===== src/rtl/multi_cycle_ctrl.sv =====
// multi_cycle_ctrl: walks each MIPS-subset instruction through IF/ID/EXE/MEM/WB and drives the datapath control lines.
// Latency: 2 (j), 3 (branches), 4 (ALU ops, sw) or 5 (lw) cycles per instruction; outputs are combinational from state/Opcode.
// Backpressure: none, the sequencer free-runs every cycle; HALT holds until Reset is asserted.
module multi_cycle_ctrl (
    input  logic        CLK,
    input  logic        Reset,
    input  logic [5:0]  Opcode,
    input  logic        zero,
    input  logic        sign,
    output logic        IRWre,
    output logic        InsMemRW,
    output logic        PCWre,
    output logic        RegWre,
    output logic        RegDst,
    output logic        ALUSrcA,
    output logic        ALUSrcB,
    output logic        ExtSel,
    output logic [2:0]  ALUOp,
    output logic        DBDataSrc,
    output logic        nRD,
    output logic        nWR,
    output logic [1:0]  PCSrc,
    output logic [3:0]  state,
    output logic [15:0] inst_count,
    output logic        illegal
);

    localparam logic [5:0] OP_ADD  = 6'b000000;
    localparam logic [5:0] OP_ADDI = 6'b000001;
    localparam logic [5:0] OP_SUB  = 6'b000010;
    localparam logic [5:0] OP_ORI  = 6'b010000;
    localparam logic [5:0] OP_AND  = 6'b010001;
    localparam logic [5:0] OP_OR   = 6'b010010;
    localparam logic [5:0] OP_SLL  = 6'b011000;
    localparam logic [5:0] OP_SLT  = 6'b011100;
    localparam logic [5:0] OP_SW   = 6'b100110;
    localparam logic [5:0] OP_LW   = 6'b100111;
    localparam logic [5:0] OP_BEQ  = 6'b110000;
    localparam logic [5:0] OP_BNE  = 6'b110001;
    localparam logic [5:0] OP_BGTZ = 6'b110010;
    localparam logic [5:0] OP_J    = 6'b111000;
    localparam logic [5:0] OP_HALT = 6'b111111;

    localparam logic [2:0] ALU_ADD = 3'b000;
    localparam logic [2:0] ALU_SUB = 3'b001;
    localparam logic [2:0] ALU_SLL = 3'b010;
    localparam logic [2:0] ALU_OR  = 3'b011;
    localparam logic [2:0] ALU_AND = 3'b100;
    localparam logic [2:0] ALU_SLT = 3'b110;

    localparam logic [1:0] PC_SEQ    = 2'b00;
    localparam logic [1:0] PC_BRANCH = 2'b01;
    localparam logic [1:0] PC_JUMP   = 2'b10;

    // Encoding matches the externally visible state numbering.
    typedef enum logic [3:0] {
        ST_IF     = 4'd0,
        ST_ID     = 4'd1,
        ST_EXE_AL = 4'd2,
        ST_WB_AL  = 4'd3,
        ST_EXE_BR = 4'd4,
        ST_EXE_LS = 4'd5,
        ST_MEM    = 4'd6,
        ST_WB_LD  = 4'd7,
        ST_HALT   = 4'd8
    } state_t;

    typedef enum logic [2:0] {
        CL_ALU,
        CL_LS,
        CL_BR,
        CL_JUMP,
        CL_HALT,
        CL_ILLEGAL
    } opclass_t;

    // ALU-side controls that are set up in EXE and held through write-back.
    typedef struct packed {
        logic       aluSrcA;
        logic       aluSrcB;
        logic       extSel;
        logic [2:0] aluOp;
    } aluCtrl_t;

    state_t   stateQ;
    state_t   stateNxt;
    opclass_t opClass;
    aluCtrl_t aluCtrl;
    logic     isRType;
    logic     isStore;
    logic     brTaken;

    assign isStore = (Opcode == OP_SW);

    // Classify the opcode and derive the ALU controls for ALU-class instructions.
    always_comb begin
        opClass = CL_ILLEGAL;
        aluCtrl = '0;
        isRType = 1'b0;
        case (Opcode)
            OP_ADD: begin
                opClass       = CL_ALU;
                aluCtrl.aluOp = ALU_ADD;
                isRType       = 1'b1;
            end
            OP_ADDI: begin
                opClass         = CL_ALU;
                aluCtrl.aluOp   = ALU_ADD;
                aluCtrl.aluSrcB = 1'b1;
                aluCtrl.extSel  = 1'b1;
            end
            OP_SUB: begin
                opClass       = CL_ALU;
                aluCtrl.aluOp = ALU_SUB;
                isRType       = 1'b1;
            end
            OP_ORI: begin
                // Logical immediate is zero-extended.
                opClass         = CL_ALU;
                aluCtrl.aluOp   = ALU_OR;
                aluCtrl.aluSrcB = 1'b1;
            end
            OP_AND: begin
                opClass       = CL_ALU;
                aluCtrl.aluOp = ALU_AND;
                isRType       = 1'b1;
            end
            OP_OR: begin
                opClass       = CL_ALU;
                aluCtrl.aluOp = ALU_OR;
                isRType       = 1'b1;
            end
            OP_SLL: begin
                opClass         = CL_ALU;
                aluCtrl.aluOp   = ALU_SLL;
                aluCtrl.aluSrcA = 1'b1;
                isRType         = 1'b1;
            end
            OP_SLT: begin
                opClass       = CL_ALU;
                aluCtrl.aluOp = ALU_SLT;
                isRType       = 1'b1;
            end
            OP_SW, OP_LW:            opClass = CL_LS;
            OP_BEQ, OP_BNE, OP_BGTZ: opClass = CL_BR;
            OP_J:                    opClass = CL_JUMP;
            OP_HALT:                 opClass = CL_HALT;
            default:                 opClass = CL_ILLEGAL;
        endcase
    end

    // Branch decision from the ALU flags of the compare done in EXE_BR.
    always_comb begin
        brTaken = 1'b0;
        case (Opcode)
            OP_BEQ:  brTaken = zero;
            OP_BNE:  brTaken = ~zero;
            OP_BGTZ: brTaken = ~sign & ~zero;
            default: brTaken = 1'b0;
        endcase
    end

    // Next-state selection and datapath control outputs for the current state.
    always_comb begin
        stateNxt  = stateQ;
        IRWre     = 1'b0;
        InsMemRW  = 1'b1;
        PCWre     = 1'b0;
        RegWre    = 1'b0;
        RegDst    = 1'b0;
        ALUSrcA   = 1'b0;
        ALUSrcB   = 1'b0;
        ExtSel    = 1'b0;
        ALUOp     = ALU_ADD;
        DBDataSrc = 1'b0;
        nRD       = 1'b1;
        nWR       = 1'b1;
        PCSrc     = PC_SEQ;
        case (stateQ)
            ST_IF: begin
                IRWre    = 1'b1;
                stateNxt = ST_ID;
            end
            ST_ID: begin
                case (opClass)
                    CL_ALU:  stateNxt = ST_EXE_AL;
                    CL_LS:   stateNxt = ST_EXE_LS;
                    CL_BR:   stateNxt = ST_EXE_BR;
                    CL_JUMP: begin
                        // Jump retires straight out of decode.
                        PCWre    = 1'b1;
                        PCSrc    = PC_JUMP;
                        stateNxt = ST_IF;
                    end
                    default: stateNxt = ST_HALT;
                endcase
            end
            ST_EXE_AL: begin
                ALUSrcA  = aluCtrl.aluSrcA;
                ALUSrcB  = aluCtrl.aluSrcB;
                ExtSel   = aluCtrl.extSel;
                ALUOp    = aluCtrl.aluOp;
                stateNxt = ST_WB_AL;
            end
            ST_WB_AL: begin
                // ALU controls held so the result stays stable while it is written.
                ALUSrcA  = aluCtrl.aluSrcA;
                ALUSrcB  = aluCtrl.aluSrcB;
                ExtSel   = aluCtrl.extSel;
                ALUOp    = aluCtrl.aluOp;
                RegWre   = 1'b1;
                RegDst   = isRType;
                PCWre    = 1'b1;
                stateNxt = ST_IF;
            end
            ST_EXE_LS: begin
                ALUSrcB  = 1'b1;
                ExtSel   = 1'b1;
                stateNxt = ST_MEM;
            end
            ST_MEM: begin
                ALUSrcB = 1'b1;
                ExtSel  = 1'b1;
                if (isStore) begin
                    nWR      = 1'b0;
                    PCWre    = 1'b1;
                    stateNxt = ST_IF;
                end else begin
                    nRD      = 1'b0;
                    stateNxt = ST_WB_LD;
                end
            end
            ST_WB_LD: begin
                // Read kept asserted so load data is valid through the register write.
                ALUSrcB   = 1'b1;
                ExtSel    = 1'b1;
                nRD       = 1'b0;
                DBDataSrc = 1'b1;
                RegWre    = 1'b1;
                PCWre     = 1'b1;
                stateNxt  = ST_IF;
            end
            ST_EXE_BR: begin
                ALUOp    = ALU_SUB;
                ExtSel   = 1'b1;
                PCWre    = 1'b1;
                PCSrc    = brTaken ? PC_BRANCH : PC_SEQ;
                stateNxt = ST_IF;
            end
            ST_HALT: stateNxt = ST_HALT;
            default: stateNxt = ST_IF;
        endcase
    end

    // State register; reset aborts any instruction in flight and restarts at fetch.
    always_ff @(posedge CLK or negedge Reset) begin
        if (!Reset) begin
            stateQ <= ST_IF;
        end else begin
            stateQ <= stateNxt;
        end
    end

    // Sticky illegal-opcode flag, set when an unknown opcode is decoded.
    always_ff @(posedge CLK or negedge Reset) begin
        if (!Reset) begin
            illegal <= 1'b0;
        end else if (stateQ == ST_ID && opClass == CL_ILLEGAL) begin
            illegal <= 1'b1;
        end
    end

    // Retired-instruction counter, advances on the same edge as the PC and wraps.
    always_ff @(posedge CLK or negedge Reset) begin
        if (!Reset) begin
            inst_count <= 16'd0;
        end else if (PCWre) begin
            inst_count <= inst_count + 16'd1;
        end
    end

    assign state = stateQ;

endmodule

===== config.mk =====
export PLATFORM = sky130hd
export DESIGN_NAME = multi_cycle_ctrl
export DESIGN_NICKNAME = d
export VERILOG_FILES = /design/src/rtl/multi_cycle_ctrl.sv
export SDC_FILE = /design/constraint.sdc
export NUM_CORES = 1
export LEC_CHECK = 0
export ABC_AREA = 1
export BUFFER_PORTS_ARGS = -buffer_cell sky130_fd_sc_hd__buf_2
export CAP_MARGIN = 0
export CORE_UTILIZATION = 45
export CTS_BUF_LIST = sky130_fd_sc_hd__clkbuf_4 sky130_fd_sc_hd__clkbuf_8 sky130_fd_sc_hd__clkbuf_16
export DETAILED_ROUTE_END_ITERATION = 10
export PLACE_DENSITY = 0.77
export SYNTH_ARGS = -nofsm -noshare
export SYNTH_HDL_FRONTEND = slang
export SYNTH_SLANG_ARGS = --single-unit
export TNS_END_PERCENT = 30

===== constraint.sdc =====
create_clock -name CLK -period 1.9 [get_ports CLK]
set_input_delay 0.19 -clock CLK [delete_from_list [all_inputs] [get_ports CLK]]
set_output_delay 0.19 -clock CLK [all_outputs]
set_load 0.01 [all_outputs]

==> qor.txt, run 1 <==
Number of global-route vias before repair -> 1,401
TritonCTS clock tree -> done
Worst VDD drop -> 250 uV
Final Cell Area -> 1890 um^2
Distinct cells, synth -> 29
DIE WIDTH -> 60.9 um
Critical path type -> reg -> out
Wire length on met3 -> 150 um
Wire per inst -> 11.3 um
Met2 WL post-DR -> 1750 um
CTS sink cnt -> 21
Setup WS post-layout -> 0.0976 ns
Critical Path Fanout Max -> 7
Seq/Total Area, Yosys -> 0.337
Core Rows -> 21
Synth Net Count -> 243
Metal-1 WL -> 1770 um
Port Buffers -> 45
Place WS -> 0.176 ns
F_max -> 555 MHz
#FFs+latches synth -> 21
Post-route ant nets -> 0
Fin Hold WS -> 0.337 ns
Required @ worst endpoint -> 1.71 ns
Mapped Area -> 1560 um^2
H-tree depth -> 1
DR DRC count -> 0
Max Used Layer -> met4
Pleak -> 0.00103 uW
Total Routing Usage GR -> 0.213
Hold WC Path Type -> in -> reg
Via count -> 1,646
Mean Syn Cell Area -> 6.73 um^2
Worst r2r path cells -> 7
Drt via density -> 5.02
Grt ovf -> 0
Crit path from -> state[1]$_DFF_PN0_
Synth area leaders -> dfrtp_1 (34%), nand2_1 (17%), nor2_1 (8.2%), nand3_1 (7.7%), inv_1 (6.5%)
Hold path cells -> 6
Hold_sp -> Opcode[4]
I/O pin cnt -> 47
FF-to-FF End -> inst_count[4]$_DFFE_PN0P_
Final Hold Vio Count -> 0
Routed WL -> 3690 um
Worst setup EP type -> primary output
Final Power -> 1340 uW
CTS root buf -> clkbuf_4
Share of layout cells above drive strength 1 -> 0.230
Status -> completed
Clock Path Buffers -> 2
Initial DRC count -> 74
Die Ht -> 60.9 um
Cell taking the most area after synthesis -> dfrtp_1
Max-slew violations -> 0
Synth warn -> 0
First-pass GRT wire length -> 5960 um
# setup viols final -> 0
Total CTS buffers -> 3
Core Box Area -> 3340 um^2
Placed cell area -> 1820 um^2
Routability Congestion -> 0.889
Hold Path Sink -> state[2]$_DFF_PN0_
Die ar. -> 3710 um^2
DRT Pass-1 Iters -> 4
Yosys top cell area share -> 0.337
Skew-Pair Late Insertion Delay -> 0.30 ns
Ant. Diodes -> 0
Fin crit period -> 1.80 ns
Crit path DAT -> 1.61 ns
TNS Setup -> 0 ns
Reg-to-reg setup timing slack -> 0.22 ns
Final net count -> 294
Pin count of the biggest net entering global routing -> 22
Mapped Cells -> 232
RSZ-0062 raised after global routing -> yes
PD cells -> 710 nW/um^2
Worst clock skew -> 0.00238 ns
Clock slew at reported path FFs -> 0.11 ns
CP startpoint kind -> flop
Tcrit/Tclk final -> 0.949
Reg2reg start -> state[1]$_DFF_PN0_
Antenna violations before repair -> 0
Hpwl dp -> 2710 um
Initial core utilization -> 0.468
P&R area growth vs syn -> 20.9%
Max Cap Viol -> 0
[timing repair]
item,CTS,global route
cloned,1,0
resized for setup,0,3
pin swaps,1,0
endpoints found under the hold margin,21,0
endpoints found under the setup margin,1,6
hold buffers,1,0
setup buffers,1,0
[Yosys cell counts (all sizes together)]
| cell type | number |
|---|---|
| a21boi | 1 |
| a21oi | 4 |
| and3 | 1 |
| buf | 4 |
| conb | 1 |
| dfrtp | 21 |
| ha | 1 |
| inv | 30 |
| nand2 | 69 |
| nand3 | 26 |
| nand3b | 5 |
| nand4 | 5 |
| nor2 | 35 |
| nor3 | 6 |
| o211a | 1 |
| o21ai | 11 |
| o21bai | 1 |
| o221ai | 1 |
| o31ai | 1 |
| xor2 | 8 |
[cell families after synthesis]
kind of cell	Yosys count	synth area share
compound gates	20	0.0769
xor+xnor	8	0.0497
fa+ha+maj	1	0.00801
buf+inv	34	0.0986
flops	21	0.337
other cells	1	0.00240
simple gates	147	0.428
[sequential cells by signal (all words and copies together), names as in the netlist]
signal	count
illegal	1
inst_count	16
state	4
[worst max-delay path, cell delays in order, from the launching register on]
cell and delay [ns]:
dfrtp_1 0.51, inv_2 0.10, nand2_1 0.10, inv_2 0.06, a21oi_2 0.25, nand3_4 0.12, buf_2 0.16
[per-stage QoR]
stage	util	cells
after floorplan	-	232
after CTS	0.562	328
final	0.566	328
after global placement	0.545	321
after detailed placement	0.545	321
after global routing	0.566	328
[final cells by class]
type | instances | area [um^2]
Fill cell | 328 | 1450
Multi-Input combinational cell | 178 | 905
Sequential cell | 21 | 526
Timing Repair Buffer | 49 | 258
Inverter | 30 | 113
Tap cell | 46 | 57.6
Clock buffer | 4 | 30.0
[layer usage]
metal / track usage / vias up
met5: 0 / -
met4: 0.0487 / 0
met3: 0.0299 / 2
met2: 0.364 / 42
met1: 0.286 / 757
li1: - / 845
[cells in the final DEF (no fill, tap or decap), types with 3 or more instances in the layout]
cell type  instances
nand3b_1           5
inv_2              3
dfrtp_1           21
a21oi_1            3
clkbuf_4           4
nand4_1            5
xor2_1             7
nand2_1           68
buf_4              3
buf_2             45
nor2_1            33
inv_1             27
o21ai_1            9
nor3_1             4
nand3_1           24
[power breakdown]
part           total (uW)  leakage (uW)  internal [uW]  switching, uW
Combinational         523      0.000727            186            336
Sequential            591      0.000280            507           83.9
Clock                 226     0.0000184           96.0            130
Total                1340       0.00103            790            550
[worst max path at each step]
| stage | to | depth (start not counted) |
|---|---|---|
| detailed placement | PCWre | 6 |
| finish | PCWre | 6 |
| floorplan | inst_count[7]$_DFFE_PN0P_ | 8 |
| CTS | PCWre | 6 |
| global route | PCWre | 6 |
| global placement | PCWre | 6 |
Note: power is estimated with default switching activity, not from simulation.
==> run 2, diff against run 1 <==
- CAP_MARGIN: 0 -> 30
- SETUP_SLACK_MARGIN: default -> 0.2
==> run 2 against run 1 <==
Against the previous run:
- design area rose by 8.8%
- total power up 16%
- sequential power hardly changed
- first-iteration DRC count increased by 35%
- via count rose by 6.7%
- critical path depth unchanged
- count of clock-buffer cells in the layout unchanged
- maximum frequency rose by 5.5%
- final cell count is 4.0% higher
- setup slack better by 0.094 ns
- non-clock buffer count grew 13
- critical endpoint is now ALUSrcB
- largest power group is now combinational cells
==> qor.txt, run 2 (synthesis results as in run 1) <==
Pleak -> 0.00110 uW (was 0.00103 uW)
Skew-Pair Late Insertion Delay -> 0.31 ns (was 0.30 ns)
Clock Path Buffers -> 2 (unchanged)
CTS sink cnt -> 21 (unchanged)
Post-route ant nets -> 0 (unchanged)
Most frequent cells in the layout -> nand2_1 (64), buf_2 (44), nor2_1 (32), inv_1 (24), nand3_1 (23) (was nand2_1 (68), buf_2 (45), nor2_1 (33), inv_1 (27), nand3_1 (24))
Wire per inst -> 11.7 um (was 11.3 um)
Routed WL -> 4000 um (was 3690 um)
Worst clock skew -> 0.00237 ns (was 0.00238 ns)
DRT Pass-1 Iters -> 4 (unchanged)
Reg2reg start -> inst_count[0]$_DFFE_PN0P_ (was state[1]$_DFF_PN0_)
Max-slew violations -> 0 (unchanged)
CTS root buf -> clkbuf_4 (unchanged)
Initial DRC count -> 100 (was 74)
Hold Path Sink -> state[2]$_DFF_PN0_ (unchanged)
Final Hold Vio Count -> 0 (unchanged)
Die ar. -> 3710 um^2 (unchanged)
Final Cell Area -> 2050 um^2 (was 1890 um^2)
Clock slew at reported path FFs -> 0.11 ns (about the same)
Fin crit period -> 1.71 ns (was 1.80 ns)
Drt via density -> 5.15 (was 5.02)
DIE WIDTH -> 60.9 um (unchanged)
F_max -> 585 MHz (was 555 MHz)
P&R area growth vs syn -> 31.6% (was 20.9%)
First-pass GRT wire length -> 6290 um (was 5960 um)
Status -> completed (unchanged)
Hold WC Path Type -> in -> reg (unchanged)
Commonest non-fill, non-tap cell in the layout -> nand2_1 (unchanged)
Core Box Area -> 3340 um^2 (unchanged)
Ant. Diodes -> 0 (unchanged)
Max Cap Viol -> 0 (unchanged)
Number of global-route vias before repair -> 1,498 (was 1,401)
Core Rows -> 21 (unchanged)
Critical path type -> reg -> out (unchanged)
Worst VDD drop -> 272 uV (was 250 uV)
Placed cell area -> 1820 um^2 (unchanged)
Crit path cell chain -> inv_2 -> nand2_2 -> nor2_2 -> inv_1 -> o221ai_1 -> buf_2 (was inv_2 -> nand2_1 -> inv_2 -> a21oi_2 -> nand3_4 -> buf_2)
Port Buffers -> 45 (unchanged)
Via count -> 1,757 (was 1,646)
Final Power -> 1550 uW (was 1340 uW)
RSZ-0062 raised after global routing -> yes (unchanged)
Critical Path Fanout Max -> 4 (was 7)
Final net count -> 307 (was 294)
Largest register by flop count -> inst_count (unchanged)
I/O pin cnt -> 47 (unchanged)
Initial core utilization -> 0.468 (unchanged)
Antenna violations before repair -> 0 (unchanged)
# setup viols final -> 0 (unchanged)
Reg-to-reg setup timing slack -> 0.32 ns (was 0.22 ns)
Die Ht -> 60.9 um (unchanged)
FF-to-FF End -> inst_count[14]$_DFFE_PN0P_ (was inst_count[4]$_DFFE_PN0P_)
Hold path cells -> 6 (unchanged)
Crit path DAT -> 1.52 ns (was 1.61 ns)
Share of layout cells above drive strength 1 -> 0.302 (was 0.230)
Hpwl dp -> 2710 um (unchanged)
TritonCTS clock tree -> done (unchanged)
Worst setup EP type -> primary output (unchanged)
Max reg flops -> 16 (unchanged)
Pin count of the biggest net entering global routing -> 22 (unchanged)
PD cells -> 757 nW/um^2 (was 710 nW/um^2)
DR DRC count -> 0 (unchanged)
CP max stage delay -> 0.46 ns (was 0.51 ns)
Hold_sp -> Opcode[4] (unchanged)
Total Routing Usage GR -> 0.227 (was 0.213)
Total CTS buffers -> 3 (unchanged)
Required @ worst endpoint -> 1.71 ns (about the same)
H-tree depth -> 1 (unchanged)
Grt ovf -> 0 (unchanged)
CP startpoint kind -> flop (unchanged)
Routability Congestion -> 0.889 (unchanged)
Crit-path slowest cell -> dfrtp_1 (unchanged)
TNS Setup -> 0 ns (unchanged)
Tcrit/Tclk final -> 0.899 (was 0.949)
Worst r2r path cells -> 7 (unchanged)
## run 2: report_power, final
part / total, uW / internal, uW / switching (uW)
clock network: 233 / 96.3 / 137
logic: 727 / 318 / 409
registers: 594 / 510 / 83.9
total: 1550 / 924 / 630
## run 2: cell type report
class,count,area (um^2)
clock buffers,4,30.0
inverters,30,115
fillers,309,1280
repair buffers,62,382
flip-flops and latches,21,528
multi-input cells,178,942
well taps,46,57.6
## run 2: critical path, delay by kind of cell, from the launching register on
family / cells / cell delay, ns
buffers and inverters: 3 / 0.35
AND/OR/NAND/NOR: 2 / 0.24
AO/OA/AOI/OAI: 1 / 0.15
flip-flops: 1 / 0.46
## run 2: what timing repair did
item	in CTS	in global routing
pin swaps	5	5
endpoints found under the hold margin	21	0
endpoints found under the setup margin	8	20
cloned	1	0
setup buffers	10	4
resized for setup	14	8
hold buffers	1	0
## run 2: how the worst max path moves through the flow
stage | startpoint | endpoint | slack [ns] | cells past startpoint
finish | state[2]$_DFF_PN0_ | ALUSrcB | 0.19 | 6
detailed placement | state[3]$_DFF_PN0_ | PCWre | 0.18 | 6
global route | state[2]$_DFF_PN0_ | ALUSrcB | 0.12 | 6
CTS | state[3]$_DFF_PN0_ | PCWre | 0.20 | 6
floorplan | state[1]$_DFF_PN0_ | inst_count[7]$_DFFE_PN0P_ | 0.41 | 8
global placement | state[3]$_DFF_PN0_ | PCWre | 0.21 | 6
## run 2: per-layer routing
layer	track usage	wire, um
met5	0	0
met4	0.0974	82
met3	0.0512	209
met2	0.372	1920
met1	0.288	1780
## run 2: per-stage QoR
| step | util | hold WS [ns] | instances | setup slack, ns |
|---|---|---|---|---|
| 6_report | 0.616 | 0.330 | 341 | 0.192 |
| 5_1_grt | 0.616 | 0.353 | 341 | 0.116 |
| 4_1_cts | 0.597 | 0.332 | 337 | 0.196 |
| 3_5_place_dp | 0.545 | 0.168 | 321 | 0.176 |
| 3_3_place_gp | 0.545 | 0.170 | 321 | 0.212 |
| 2_1_floorplan | - | -0.106 | 232 | 0.408 |
